<file path="src/rtl/async_fifo_read_stream_adapter_if.sv">
// ---------------------------------------------------------------------------
// async_fifo_read_stream_adapter_if
//
// Bundles the FIFO read port and the outgoing valid/ready stream used by
// async_fifo_read_stream_adapter.
//
//   fifo_empty : FIFO empty flag (read domain)
//   fifo_data  : FIFO head word, first-word-fall-through
//   fifo_pop   : pop the FIFO head on this clock edge
//   m_valid    : stream word valid
//   m_ready    : downstream accept
//   m_data     : stream word
//
// Modports:
//   master : the adapter (pops the FIFO, sources the stream)
//   slave  : the environment (FIFO model and stream sink)
// ---------------------------------------------------------------------------
interface async_fifo_read_stream_adapter_if #(
    parameter int DATA_WIDTH = 32
);
    logic                  fifo_empty;
    logic [DATA_WIDTH-1:0] fifo_data;
    logic                  fifo_pop;
    logic                  m_valid;
    logic                  m_ready;
    logic [DATA_WIDTH-1:0] m_data;

    modport master (
        input  fifo_empty,
        input  fifo_data,
        input  m_ready,
        output fifo_pop,
        output m_valid,
        output m_data
    );

    modport slave (
        output fifo_empty,
        output fifo_data,
        output m_ready,
        input  fifo_pop,
        input  m_valid,
        input  m_data
    );
endinterface

</file>
<file path="src/rtl/async_fifo_read_stream_adapter.sv">
// ---------------------------------------------------------------------------
// async_fifo_read_stream_adapter
//
// Read-side consumer of an async FIFO. Pops words into a small prefetch
// buffer and re-presents them as a valid/ready stream. The pop decision uses
// only fifo_empty and registered occupancy, so m_ready never reaches fifo_pop
// combinationally. A level flush request drains and discards the FIFO and
// the buffer.
//
// Ports:
//   clk        : read-domain clock
//   reset      : synchronous, active-high reset
//   bus        : FIFO read port + output stream (master modport)
//   flush_req  : level request to drain and discard
//   flush_busy : high while flushing
//   buf_count  : prefetch buffer occupancy
//   word_count : saturating count of delivered words
// ---------------------------------------------------------------------------
module async_fifo_read_stream_adapter #(
    parameter int DATA_WIDTH = 32,
    parameter int BUF_DEPTH  = 2,
    parameter int CNT_WIDTH  = 16
) (
    input  logic                         clk,
    input  logic                         reset,
    async_fifo_read_stream_adapter_if.master bus,
    input  logic                         flush_req,
    output logic                         flush_busy,
    output logic [$clog2(BUF_DEPTH):0]   buf_count,
    output logic [CNT_WIDTH-1:0]         word_count
);
    localparam int PW = $clog2(BUF_DEPTH);
    localparam int CW = PW + 1;

    typedef enum logic [1:0] {
        IDLE   = 2'd0,
        STREAM = 2'd1,
        FLUSH  = 2'd2
    } state_t;

    state_t                state_q, state_d;
    logic [DATA_WIDTH-1:0] mem_q [BUF_DEPTH];
    logic [PW-1:0]         wr_ptr_q, rd_ptr_q;
    logic [CW-1:0]         count_q, count_d;
    logic [CNT_WIDTH-1:0]  word_count_q;

    logic pop_w;
    logic m_valid_w;
    logic push;
    logic pop_out;
    logic flush_entry;

    // Pop whenever there is room (or always while flushing). Reset holds the
    // FIFO untouched.
    assign pop_w = !reset && !bus.fifo_empty &&
                   ((state_q == FLUSH) || (count_q < CW'(BUF_DEPTH)));

    assign m_valid_w   = (count_q != '0) && (state_q != FLUSH);
    assign push        = pop_w && (state_q != FLUSH);
    assign pop_out     = m_valid_w && bus.m_ready;
    assign count_d     = count_q + CW'(push) - CW'(pop_out);
    assign flush_entry = (state_d == FLUSH) && (state_q != FLUSH);

    assign bus.fifo_pop = pop_w;
    assign bus.m_valid  = m_valid_w;
    // Head slot is a register: no pass-through from fifo_data.
    assign bus.m_data   = mem_q[rd_ptr_q];
    assign flush_busy   = (state_q == FLUSH);
    assign buf_count    = count_q;
    assign word_count   = word_count_q;

    always_comb begin
        state_d = state_q;
        case (state_q)
            IDLE: begin
                if (flush_req)
                    state_d = FLUSH;
                else if (!bus.fifo_empty)
                    state_d = STREAM;
            end
            STREAM: begin
                if (flush_req)
                    state_d = FLUSH;
                else if ((count_d == '0) && bus.fifo_empty)
                    state_d = IDLE;
            end
            FLUSH: begin
                if (!flush_req && bus.fifo_empty)
                    state_d = IDLE;
            end
            default: state_d = IDLE;
        endcase
    end

    always_ff @(posedge clk) begin
        if (reset) begin
            state_q  <= IDLE;
            wr_ptr_q <= '0;
            rd_ptr_q <= '0;
            count_q  <= '0;
        end else begin
            state_q <= state_d;
            // Entering or staying in FLUSH empties the buffer; a transfer on
            // the entry edge is still counted below.
            if (flush_entry || (state_q == FLUSH)) begin
                wr_ptr_q <= '0;
                rd_ptr_q <= '0;
                count_q  <= '0;
            end else begin
                if (push)
                    wr_ptr_q <= wr_ptr_q + PW'(1);
                if (pop_out)
                    rd_ptr_q <= rd_ptr_q + PW'(1);
                count_q <= count_d;
            end
        end
    end

    // Prefetch storage; cleared on reset so the stream word starts at zero.
    always_ff @(posedge clk) begin
        if (reset) begin
            for (int i = 0; i < BUF_DEPTH; i++)
                mem_q[i] <= '0;
        end else if (push && !flush_entry) begin
            mem_q[wr_ptr_q] <= bus.fifo_data;
        end
    end

    always_ff @(posedge clk) begin
        if (reset)
            word_count_q <= '0;
        else if (pop_out && (word_count_q != '1))
            word_count_q <= word_count_q + CNT_WIDTH'(1);
    end
endmodule

</file>
<file path="src/flat_wrapper.sv">
// flat-port wrapper written by rule: the top's interface ports become plain ports
module async_fifo_read_stream_adapter_flat 
#(
    parameter int DATA_WIDTH = 32,
    parameter int BUF_DEPTH  = 2,
    parameter int CNT_WIDTH  = 16
)
  (clk, reset, flush_req, flush_busy, buf_count, word_count, bus_fifo_empty, bus_fifo_data, bus_m_ready, bus_fifo_pop, bus_m_valid, bus_m_data);
  async_fifo_read_stream_adapter_if #(.DATA_WIDTH(DATA_WIDTH)) bus_i ();
  input  logic clk;
  input  logic reset;
  input  logic flush_req;
  output logic flush_busy;
  output logic [$clog2(BUF_DEPTH):0] buf_count;
  output logic [CNT_WIDTH-1:0] word_count;
  input wire logic [$bits(bus_i.fifo_empty)-1:0] bus_fifo_empty;
  input wire logic [$bits(bus_i.fifo_data)-1:0] bus_fifo_data;
  input wire logic [$bits(bus_i.m_ready)-1:0] bus_m_ready;
  output wire logic [$bits(bus_i.fifo_pop)-1:0] bus_fifo_pop;
  output wire logic [$bits(bus_i.m_valid)-1:0] bus_m_valid;
  output wire logic [$bits(bus_i.m_data)-1:0] bus_m_data;
  assign bus_i.fifo_empty = bus_fifo_empty;
  assign bus_i.fifo_data = bus_fifo_data;
  assign bus_i.m_ready = bus_m_ready;
  assign bus_fifo_pop = bus_i.fifo_pop;
  assign bus_m_valid = bus_i.m_valid;
  assign bus_m_data = bus_i.m_data;
  async_fifo_read_stream_adapter #(.DATA_WIDTH(DATA_WIDTH), .BUF_DEPTH(BUF_DEPTH), .CNT_WIDTH(CNT_WIDTH)) u_core (.clk(clk), .reset(reset), .bus(bus_i), .flush_req(flush_req), .flush_busy(flush_busy), .buf_count(buf_count), .word_count(word_count));
endmodule
</file>
<file path="config.mk">
export PLATFORM = sky130hd
export DESIGN_NAME = async_fifo_read_stream_adapter_flat
export DESIGN_NICKNAME = d
export VERILOG_FILES = /design/src/rtl/async_fifo_read_stream_adapter_if.sv /design/src/rtl/async_fifo_read_stream_adapter.sv /design/src/flat_wrapper.sv
export SDC_FILE = /design/constraint.sdc
export NUM_CORES = 1
export LEC_CHECK = 0
export ABC_AREA = 1
export CORE_ASPECT_RATIO = 0.7
export CORE_MARGIN = 10
export CORE_UTILIZATION = 54
export DETAILED_ROUTE_END_ITERATION = 6
export PLACE_DENSITY = 0.85
export SLEW_MARGIN = 20
export SYNTH_ARGS = -nofsm -noshare
export SYNTH_HDL_FRONTEND = slang
export SYNTH_SLANG_ARGS = --single-unit
</file>
<file path="constraint.sdc">
create_clock -name clk -period 3.9 [get_ports clk]
set_input_delay 0.39 -clock clk [delete_from_list [all_inputs] [get_ports clk]]
set_output_delay 0.39 -clock clk [all_outputs]
set_load 0.005 [all_outputs]
</file>
== Word level (Yosys, flattened, before mapping) ==
Memory sizes are Yosys's and may differ from the RTL's. A register that Yosys moved wholly into a read port is not among the register bits.
Index checks and enable logic that the tools add are counted.

* Reduce and logical (&&, ||, !) cells: 21
* Equality and inequality tests: 5
* Magnitude comparators: 1
* Add/sub/neg operators: 5
* Mux-type cells: 16

{| class="wikitable"
|+ Operators by type and width
! kind !! number
|-
| two-way mux 32 bit || 1
|-
| OR reduction 32 bit || 1
|-
| adder 16 x 1 -> 16 bit, second input constant || 1
|-
| != test 16 bit, second input constant || 1
|-
| logical AND 1 bit || 10
|-
| two-way mux 2 bit || 5
|-
| two-way mux 1 bit || 9
|-
| case mux 2 bit (3 select lines) || 1
|-
| == test 2 bit, second input constant || 2
|-
| zero test 1 bit || 4
|-
| zero test 2 bit || 2
|-
| adder 1 bit, second input constant || 2
|-
| adder 2 x 1 -> 2 bit || 1
|-
| == test 2 x 1 -> 1 bit, second input constant || 1
|-
| logical OR 1 bit || 2
|-
| less-than comparator 2 bit, second input constant || 1
|-
| != test 2 bit, second input constant || 1
|-
| nonzero test 2 bit || 1
|-
| OR reduction 2 bit || 1
|-
| subtractor 2 x 1 -> 2 bit || 1
|}

* Input bits: 37
* Memories kept: 1
* Word-level logic and storage cells: 54
* Register bits after elaboration: 22
* RAM bits: 64

{| class="wikitable"
|+ Memories
! memory !! words !! bits a word !! rd ports !! clocked after memory_dff !! write ports !! RTL line !! source
|-
| u_core.mem_q || 2 || 32 || 1 || 1 || 2 || async_fifo_read_stream_adapter.sv:42 || <nowiki>logic [DATA_WIDTH-1:0] mem_q [BUF_DEPTH];</nowiki>
|}

== Logic depth before layout (Yosys ltp) ==
Gate-level depths: netlist of the first run.

* Depth in word-level cells: 20
* Mapped depth: 14
* Depth with buffers taken out: 14

== Worst setup path before layout of the first run ==
Ideal clock, no wire load.

* Path kind: input to register
* Start point: in reset
* End point: mem u_core.mem_q[1][0], enable pin
* Library setup time: 0.389 ns
* Slack: 1.586 ns
* Stages on the path: 7
* Data required time: 3.511 ns
* Arrival time: 1.924 ns
* Cell sequence: buf_2 -> nor2_2 -> nand3_1 -> nor2_1 -> nand2_1 -> buf_2 -> nand2_1

{| class="wikitable"
|+ RTL lines
! item !! RTL line !! source
|-
| start, declared || flat_wrapper.sv:11 || <nowiki>input logic reset;</nowiki>
|-
| end, declared || async_fifo_read_stream_adapter.sv:42 ||
|}

==> impl_results.md, run 1 <==
- HP Class: flop to flop
- Synthesized area: 4000 um^2
- Hold violation count in the final report: 0
- Flop pwr share: about 54%
- Multiplexer share of the synthesized area: 9.00%
- Largest area contributor in the netlist: edfxtp_1
- # Max-Cap Violations: 0
- Placement Cell Area: 4980 um^2
- Setup Buffers After CTS: 0
- Wirelength per Cell: 15.7 um
- Width of the die: 123 um
- NumNets Final: 527
- Post-Syn Area per Cell: 10.1 um^2
- Synth Area in Adders: less than 1%
- Row cnt: 26
- RSZ-0062 raised after global routing: no
- Total gr overflow: 0
- Period utilisation layout: 60.4%
- Most frequent cells in the layout: clkdlybuf4s50_1, nor2_1, edfxtp_1
- First-pass GRT wire length: around 15000 um
- Share of cells above drive strength 1: 14.0%
- Max-Slew Margin vs Limit: a little over two thirds
- Delay-heaviest family, CP: buffers and inverters
- Post-synthesis simple-gate area fraction: ~18%
- Worst-path clk slew: 0.08 ns
- Int Power: 1520 uW
- Crit path arrival time: around 2.4 ns
- Hold-fix buffers, CTS: 0
- Mapped Cells: 396
- Input/output buffers: a little under 90
- DIE HEIGHT: 92.0 um
- Num ports: 90
- Sequential fraction of the synthesis area: 59.5%
- Worst-skew pair later-pin latency: approximately 0.36 ns
- Synth top area cells: edfxtp_1, dfxtp_1, nor2_1
- Clk pwr share: between 30% and 40%
- Final ANT Viol Nets: 0
- Worst path bufs/invs: 4
- Diode count: 0
- Async SR Flop Fraction: 0%
- Worst path max stage delay: 0.40 ns
- CP Cell Sequence: clkdlybuf4s50_1, buf_4, nor2_2, nand3_1, nor2_1, nand2_1, buf_4, nand2_1, buf_4
- # DRC: 0
- #FFs+latches synth: slightly below 90
- Post-layout util: 71.7%
- Post-Layout Inst Area: 5200 um^2
- CP Launch Type: input pin
- Detailed placement HPWL: between 6000 and 7000 um
- Combinational Power Share: 11.1%
- Synth warnings: 0
- Clock root buffer master: clkbuf_8
- Post-synth top area share: 48.0%
- Initial Util: a little under three fifths
- Iter 0 DRT Violations: 201
- Largest family of logic cells by synthesized area: simple AND/OR/NAND/NOR gates
- Final Setup Violations: 0
- Post-Place Worst Slack: ~1.2 ns
- Clock Sinks: 87
- Number of global-route vias before repair: 2984
- Commonest non-fill, non-tap cell in the layout: clkdlybuf4s50_1
- Clock Path Buffers: 2
- Synth Area in XOR/XNOR: approximately 2.2%
- CP max stage cell: clkdlybuf4s50_1
- Leak: roughly 0.0020 uW
- Final cell count without fillers: 591
- Pins over their slew limit: 0
- Htree depth: 3
- Worst vdd ir: 0.215 mV
- Switching Share: 22.4%
- GRT Total Usage: between 15 and 20%
- Tmin final: about 2.4 ns
- Post-synthesis compound-gate area fraction: 3.38%
- CP Max Fanout: 33
- Ys flop type: edfxtp_1
- PD cells: 377 nW/um^2
- EDFF count, synth: 64
- Synthesized net count: 435
- Final WL: ~9300 um
- Post-route setup TNS: 0 ns
- Outcome: finished, final reports clean
- Largest net degree at the start of global routing: 34
- WS Path Type: input pin to flop
- NetSw: 438 uW
- Die area: 11300 um^2
- Critical Path End Type: flop
- Placed Cells: 575
- Worst EP required: 3.91 ns
- Layout area overhead: 29.9%
- Placer Congestion: 0.880
- Core box area: 7250 um^2
- CP dominant cell by count: buf_4
- Total number of vias: 2953
- Fmax: 0.425 GHz
- Post-cts sizing count: 0
- CTS tree: done
- Tightest Pin Transition: 0.448 ns
- Initial antenna violation count: 0
- Final setup margin: 1.55 ns
- CTS Buf Count: 9
- Synth cell types: 32
- Vias per std cell: 5.00
- 1st-pass router iterations: 4
- Clock skew: 0.00581 ns
cell type report:
cell class | count | area [um^2]
Clock buffer | 10 | 128
Clock inverter | 6 | 92.6
Fill cell | 544 | 2050
Inverter | 54 | 204
Multi-Input combinational cell | 241 | 1340
Sequential cell | 87 | 2380
Tap cell | 98 | 123
Timing Repair Buffer | 95 | 936
state kept, by name (all words and copies together), names as in the netlist, named ones only:
register           cells
u_core.buf_count       2
u_core.mem_q          64
u_core.rd_ptr_q        1
u_core.state_q         2
u_core.word_count     16
u_core.wr_ptr_q        1
through the flow:
stage,hold slack [ns],power (uW)
after floorplan,0.461,1160
after global placement,0.469,1280
after detailed placement,0.483,1290
after CTS,0.507,1970
after global routing,0.527,2030
final,0.510,1960
routing by layer:
layer | vias up | wire, um | track usage [%]
met3 | 12 | 618 | 5.08
met5 | - | 0 | 0
met1 | 1399 | 3770 | 18.8
met2 | 81 | 4780 | 29.0
met4 | 0 | 97 | 3.82
li1 | 1461 | - | -
power groups by stage:
stage | sequential [uW] | clock [uW] | combinational (uW)
after floorplan | 1070 | 0 | 95.8
after global placement | 1070 | 0 | 214
after detailed placement | 1070 | 0 | 219
after CTS | 1050 | 698 | 222
after global routing | 1050 | 737 | 237
final | 1050 | 691 | 218
worst register-to-register path, delay by kind of cell, from the launching register on:
family / cells / cell delay, ns
buffers and inverters: 3 / 0.66
and+or+nand+nor: 5 / 0.76
DFF: 1 / 0.39
path summary, 6_finish.rpt:
check,from,end,slack (ns),cells past startpoint
max,reset,u_core.mem_q[1][11],1.55,9
min,u_core.rd_ptr_q,u_core.rd_ptr_q,0.51,2
max reg2reg,u_core.state_q[0],u_core.mem_q[1][11],1.74,8
min reg2reg,u_core.rd_ptr_q,u_core.rd_ptr_q,0.51,2
cells by family after synthesis:
family / Yosys count
compound gates: 23
xor+xnor: 10
fa+ha+maj: 2
buf+inv: 68
flops: 87
mux: 32
simple gates: 174
cells in the mapped netlist, types with 3 or more instances:
cell type  instances
xor2_1             6
nand3_1            8
mux2_2            28
nor3_1             5
o21ai_0            3
nand2_1           62
mux2_1             4
inv_2              8
xnor2_1            4
edfxtp_1          64
nor2_2             4
nor2_1            85
dfxtp_1           23
buf_2             10
a21oi_1           16
inv_1             45
Note: power is estimated with default switching activity, not from simulation.
==> run 2, diff against run 1 <==
--- a/config.mk
+++ b/config.mk
@@ -8,9 +8,9 @@
 export ABC_AREA = 1
 export CORE_ASPECT_RATIO = 0.7
 export CORE_MARGIN = 10
-export CORE_UTILIZATION = 54
+export CORE_UTILIZATION = 50
 export DETAILED_ROUTE_END_ITERATION = 6
-export PLACE_DENSITY = 0.85
+export PLACE_DENSITY = 0.79
 export SLEW_MARGIN = 20
 export SYNTH_ARGS = -nofsm -noshare
 export SYNTH_HDL_FRONTEND = slang
==> constraint.sdc (replaced) <==
create_clock -name clk -period 2.3 [get_ports clk]
set_input_delay 0.23 -clock clk [delete_from_list [all_inputs] [get_ports clk]]
set_output_delay 0.23 -clock clk [all_outputs]
set_load 0.005 [all_outputs]
==> run 2 against run 1 <==
  * Sequential cell count did not move
  * Largest power group unchanged
  * Cell area rose by 2.0%
  * First-iteration DRC count fell by 5.0%
  * Register-to-register slack got worse by 1.3 ns
  * Clock power rose by 88%
  * Largest cell class unchanged
  * Sequential share of layout area fell by 0.87 points
  * Worst setup slack got worse by 1.2 ns
==> impl_results.md, run 2 (synthesized netlist as in run 1, its figures left out) <==
- Die area: 12000 um^2 (was 11300 um^2)
- Clock Sinks: 87 (unchanged)
- Share of cells above drive strength 1: 14.4% (was 14.0%)
- CTS Buf Count: 9 (unchanged)
- Initial Util: 51.1% (was 55.2%)
- DIE HEIGHT: 94.9 um (was 92.0 um)
- # Max-Cap Violations: 0 (unchanged)
- HP Class: flop to flop (unchanged)
- Iter 0 DRT Violations: 191 (was 201)
- Largest net degree at the start of global routing: 33 (was 34)
- Critical Path End Type: output port (was flop)
- NumNets Final: 528 (was 527)
- Htree depth: 3 (unchanged)
- Wirelength per Cell: 15.5 um (was 15.7 um)
- Hold-fix buffers, CTS: 0 (unchanged)
- Switching Share: 21.9% (was 22.4%)
- 1st-pass router iterations: 5 (was 4)
- # DRC: 0 (unchanged)
- Input/output buffers: 89 (unchanged)
- Width of the die: 127 um (was 123 um)
- Pins over their slew limit: 0 (unchanged)
- CP Cell Sequence: buf_12, mux2_2, clkdlybuf4s50_1 (was clkdlybuf4s50_1, buf_4, nor2_2, nand3_1, nor2_1, nand2_1, buf_4, nand2_1, buf_4)
- CTS tree: done (unchanged)
- Post-route setup TNS: 0 ns (unchanged)
- Initial antenna violation count: 0 (unchanged)
- Worst EP required: 2.07 ns (was 3.91 ns)
- Period utilisation layout: a little over four fifths
- Int Power: 2700 uW (was 1520 uW)
- Worst path max stage delay: 0.45 ns (was 0.40 ns)
- Vias per std cell: 4.98 (was 5.00)
- Setup Buffers After CTS: 0 (unchanged)
- GRT Total Usage: 15.4% (was 16.4%)
- Crit path arrival time: 1.71 ns (was 2.36 ns)
- Most frequent cells in the layout: clkdlybuf4s50_1, nor2_1, edfxtp_1 (unchanged)
- Final WL: 9220 um (was 9260 um)
- Post-cts sizing count: 0 (unchanged)
- RSZ-0062 raised after global routing: no (unchanged)
- Worst vdd ir: 0.505 mV (was 0.215 mV)
- Diode count: 0 (unchanged)
- Placer Congestion: 0.856 (was 0.880)
- WS Path Type: flop to output port (was input pin to flop)
- Total gr overflow: 0 (unchanged)
- Max FFs per register: 64 (unchanged)
- CP Max Fanout: 32 (was 33)
- Total power: 3460 uW (was 1960 uW)
- PD cells: 653 nW/um^2 (was 377 nW/um^2)
- Total number of vias: 2963 (was 2953)
- Outcome: finished, final reports clean (unchanged)
- Biggest register: u_core.mem_q (unchanged)
- Leak: 0.00209 uW (was 0.00205 uW)
- Tmin final: 1.94 ns
- Core box area: 7840 um^2 (was 7250 um^2)
- Commonest non-fill, non-tap cell in the layout: clkdlybuf4s50_1 (unchanged)
- Worst-path clk slew: 0.06 ns (was 0.08 ns)
- Row cnt: 27 (was 26)
- Clock skew: 0.0104 ns (was 0.00581 ns)
- Clock root buffer master: clkbuf_16 (was clkbuf_8)
- Flop pwr share: 51.4% (was 53.6%)
- NetSw: 760 uW (was 438 uW)
- Num ports: 90 (unchanged)
- First-pass GRT wire length: 14900 um (was 14600 um)
- Tightest Pin Transition: 0.370 ns (was 0.448 ns)
- Clk pwr share: 37.6% (was 35.3%)
- Fmax: 0.515 GHz
- Final ANT Viol Nets: 0 (unchanged)
- CP max stage cell: clkdlybuf4s50_1 (unchanged)
- Combinational Power Share: 11.0% (was 11.1%)
- Layout area overhead: 32.5% (was 29.9%)
- Clock Path Buffers: 2 (unchanged)
- Post-Place Worst Slack: 0.419 ns (was 1.21 ns)
- Final setup margin: 0.357 ns (was 1.55 ns)
- Worst-skew pair later-pin latency: 0.32 ns (was 0.36 ns)
- CP Launch Type: flop (was input pin)
- Number of global-route vias before repair: 3018 (was 2984)
- Final Setup Violations: 0 (unchanged)
- Max-Slew Margin vs Limit: 75.3% (was 70.2%)
- Hold violation count in the final report: 0 (unchanged)
- Detailed placement HPWL: 6410 um (was 6580 um)
run 2: cell count changes in the layout (fill, tap and decap cells not counted), sizes merged:
cell / change
clkinv: +2
bufinv: -2
buf: +1
inv: -1
clkinvlp: +1
run 2: cell type report:
type | instances | area, um^2
Clock buffer | 10 | 229
Clock inverter | 6 | 45.0
Fill cell | 638 | 2530
Inverter | 54 | 204
Multi-Input combinational cell | 241 | 1340
Sequential cell | 87 | 2380
Tap cell | 101 | 126
Timing Repair Buffer | 96 | 981
run 2: power groups by stage:
stage	clock [uW]	sequential, uW	combinational [uW]
after floorplan	0	1810	162
after global placement	0	1810	375
after detailed placement	0	1810	380
after CTS	1330	1780	387
after global routing	1390	1790	415
final	1300	1780	380
run 2: through the flow:
| stage | util, % | area [um^2] | instances | hold slack, ns |
|---|---|---|---|---|
| 3_5_place_dp | 64.2 | 5030 | 579 | 0.477 |
| 2_1_floorplan | - | 4000 | 396 | 0.380 |
| 3_3_place_gp | 64.2 | 5030 | 579 | 0.482 |
| 6_report | 67.7 | 5310 | 595 | 0.486 |
| 4_1_cts | 67.7 | 5310 | 595 | 0.489 |
| 5_1_grt | 67.7 | 5310 | 595 | 0.530 |
run 2: metal layers:
| metal | share of wire [%] | global-route usage, % | vias to the layer above |
|---|---|---|---|
| li1 | - | - | 1465 |
| met1 | 43 | 18.4 | 1409 |
| met2 | 50 | 26.1 | 79 |
| met3 | 5.6 | 4.98 | 10 |
| met4 | 1.4 | 4.91 | 0 |
| met5 | 0 | 0 | - |
run 2: final timing paths:
kind	start	endpoint	slack [ns]	cells after the start
worst max-delay path	flop	bus_m_data[22]	0.36	3
worst min-delay path	u_core.rd_ptr_q	flop	0.49	2
worst max register to register	u_core.buf_count[1]	u_core.state_q[0]	0.44	13
worst min register to register	u_core.rd_ptr_q	flop	0.49	2
run 2: worst max-delay path, delay by kind of cell (launching register included):
family / cells / cell delay [ns]
muxes: 1 / 0.38
buffers and inverters: 2 / 0.66
DFF: 1 / 0.34
==> run 3, diff against run 2 <==
==> constraint.sdc (replaced) <==
create_clock -name clk -period 1.9 [get_ports clk]
set_input_delay 0.19 -clock clk [delete_from_list [all_inputs] [get_ports clk]]
set_output_delay 0.19 -clock clk [all_outputs]
set_load 0.005 [all_outputs]
==> run 3 against run 2 <==
  * Via count rose by 1.7%
  * Sequential cell count did not move
  * Utilization rose by 1.8 points
  * Cell area rose by 2.7%
  * Power rose by 27%
  * Sequential power rose by 21%
  * Die area did not move
  * Sequential share of layout area fell by 1.1 points
  * Global-route usage fell by 0.33 points
  * Critical path type unchanged
  * Largest cell class unchanged
  * Highest routed layer unchanged
==> impl_results.md, run 3 (synthesized netlist as in run 1, its figures left out) <==
- Clock Path Buffers: 2 (unchanged)
- 1st-pass router iterations: 4 (was 5)
- Final WL: 9640 um (was 9220 um)
- Worst vdd ir: 0.517 mV (was 0.505 mV)
- # DRC: 0 (unchanged)
- Tmin final: around 1.9 ns
- Most Crowded Layer GR: met2 (unchanged)
- RSZ-0062 raised after global routing: yes (was no)
- Post-layout util: 69.5% (was 67.7%)
- Iter 0 DRT Violations: 240 (was 191)
- Period utilisation layout: 98.1%
- M2 GR Usage: 26.2% (was 26.1%)
- Vias per std cell: 5.01 (was 4.98)
- CP Max Fanout: 12 (was 32)
- Worst EP required: 1.71 ns (was 2.07 ns)
- Commonest non-fill, non-tap cell in the layout: nor2_1 (was clkdlybuf4s50_1)
- Final cell count without fillers: 601 (was 595)
- Biggest register: u_core.mem_q (unchanged)
- DIE HEIGHT: 94.9 um (unchanged)
- Worst-skew pair later-pin latency: 0.33 ns (was 0.32 ns)
- # Max-Cap Violations: 0 (unchanged)
- Initial Util: 51.1% (unchanged)
- Final setup margin: 0.0367 ns (was 0.357 ns)
- Die area: 12000 um^2 (unchanged)
- Total number of vias: 3013 (was 2963)
- Met1 GRT Util: 17.3% (was 18.4%)
- Worst-path clk slew: 0.06 ns (about the same)
- GRT Total Usage: 15.1% (was 15.4%)
- Placed Cells: 584 (was 579)
- CTS tree: done (unchanged)
- HP Class: flop to flop (unchanged)
- First-pass GRT wire length: 14700 um (was 14900 um)
- Hold-fix buffers, CTS: 0 (unchanged)
- Htree depth: 3 (unchanged)
- Wirelength per Cell: 16.0 um (was 15.5 um)
- Layout area overhead: 36.1% (was 32.5%)
- Width of the die: 127 um (unchanged)
- Setup Buffers After CTS: 0 (unchanged)
- Row cnt: 27 (unchanged)
- Fill cell total of the finished layout: 597 (was 638)
- Pins over their slew limit: 0 (unchanged)
- Most frequent cells in the layout: nor2_1, clkdlybuf4s50_1, edfxtp_1 (was clkdlybuf4s50_1, nor2_1, edfxtp_1)
- Post-Place Worst Slack: 0.0382 ns (was 0.419 ns)
- Total gr overflow: 0 (unchanged)
- Max FFs per register: 64 (unchanged)
- Outcome: finished, final reports clean (unchanged)
- CP Launch Type: flop (unchanged)
- Hold violation count in the final report: 0 (unchanged)
- Detailed placement HPWL: 6790 um (was 6410 um)
- Max-Slew Margin vs Limit: 76.6% (was 75.3%)
- PD cells: 809 nW/um^2 (was 653 nW/um^2)
- Core box area: 7840 um^2 (unchanged)
- NumNets Final: 534 (was 528)
- Input/output buffers: 89 (unchanged)
- CTS Buf Count: 9 (unchanged)
- WS Path Type: flop to output port (unchanged)
- Critical Path End Type: output port (unchanged)
- Clock Sinks: 87 (unchanged)
- Num ports: 90 (unchanged)
- Share of cells above drive strength 1: 16.4% (was 14.4%)
- Initial antenna violation count: 0 (unchanged)
- Met3 Use GR: 4.64% (was 4.98%)
- Leak: 0.00227 uW (was 0.00209 uW)
- WHS: 0.511 ns (was 0.486 ns)
- Largest net degree at the start of global routing: 33 (unchanged)
- Tightest Pin Transition: 0.348 ns (was 0.370 ns)
- Fmax: ~0.54 GHz
- Crit path arrival time: 1.67 ns (was 1.71 ns)
- Clock root buffer master: clkbuf_16 (unchanged)
- Placer Congestion: 0.847 (was 0.856)
- Clock skew: 0.00753 ns (was 0.0104 ns)
- Diode count: 0 (unchanged)
- Final ANT Viol Nets: 0 (unchanged)
- Number of global-route vias before repair: 3009 (was 3018)
- Final Setup Violations: 0 (unchanged)
run 3: changes by cell type in the layout (fill, tap and decap cells not counted), moves of 2 or more:
cell             before  now
dlygate4sd2_1         0   12
dfxtp_1              22   20
nand2_1              62   59
dlymetal6s2s_1        0    7
clkinvlp_4            3    0
nand2_2               0    3
buf_4                 4    7
clkdlybuf4s50_1      89   70
run 3: path summary, 6_finish.rpt:
kind / startpoint / end / slack (ns) / cells after the start
hold reg to reg: u_core.rd_ptr_q / flop / 0.51 / 2
hold / removal: u_core.rd_ptr_q / flop / 0.51 / 2
setup / recovery: flop / bus_m_data[18] / 0.04 / 3
setup reg to reg: u_core.state_q[1] / u_core.state_q[0] / 0.12 / 14
run 3: per-stage QoR:
stage	area [um^2]	power (uW)	TNS, ns
after floorplan	4010	2390	0
after global routing	5450	4550	-0.0710
after global placement	5090	2660	0
after detailed placement	5090	2670	0
final	5450	4410	0
after CTS	5380	4420	0
run 3: critical path: stages, from the launching register on:
cell,delay [ns]
dfxtp_4,0.39
buf_12,0.15
mux2_1,0.32
clkdlybuf4s50_1,0.48
run 3: cell type report:
cell class,count,area [um^2],area share [%]
Sequential cell,87,2390,43.8
Clock buffer,10,229,4.20
Inverter,54,204,3.74
Multi-Input combinational cell,241,1360,24.9
Timing Repair Buffer,102,1070,19.6
Tap cell,101,126,2.32
Clock inverter,6,76.3,1.40
run 3: per-layer routing:
layer | part of all wire (%) | routed length [um] | up-vias
li1 | - | - | 1480
met1 | 42 | 4010 | 1432
met2 | 51 | 4940 | 85
met3 | 5.6 | 543 | 16
met4 | 1.5 | 140 | 0
met5 | 0 | 0 | -
run 3: where the power goes:
part	total [uW]	switching [uW]	leakage, uW	internal [uW]
clock network	1790	750	0.000150	1040
registers	2150	26.2	0.000851	2130
logic	459	211	0.00127	248
total	4410	987	0.00227	3420
run 3: what timing repair did:
action,CTS,global route
setup endpoints to repair,32,23
resized for setup,14,14
cloned,0,1
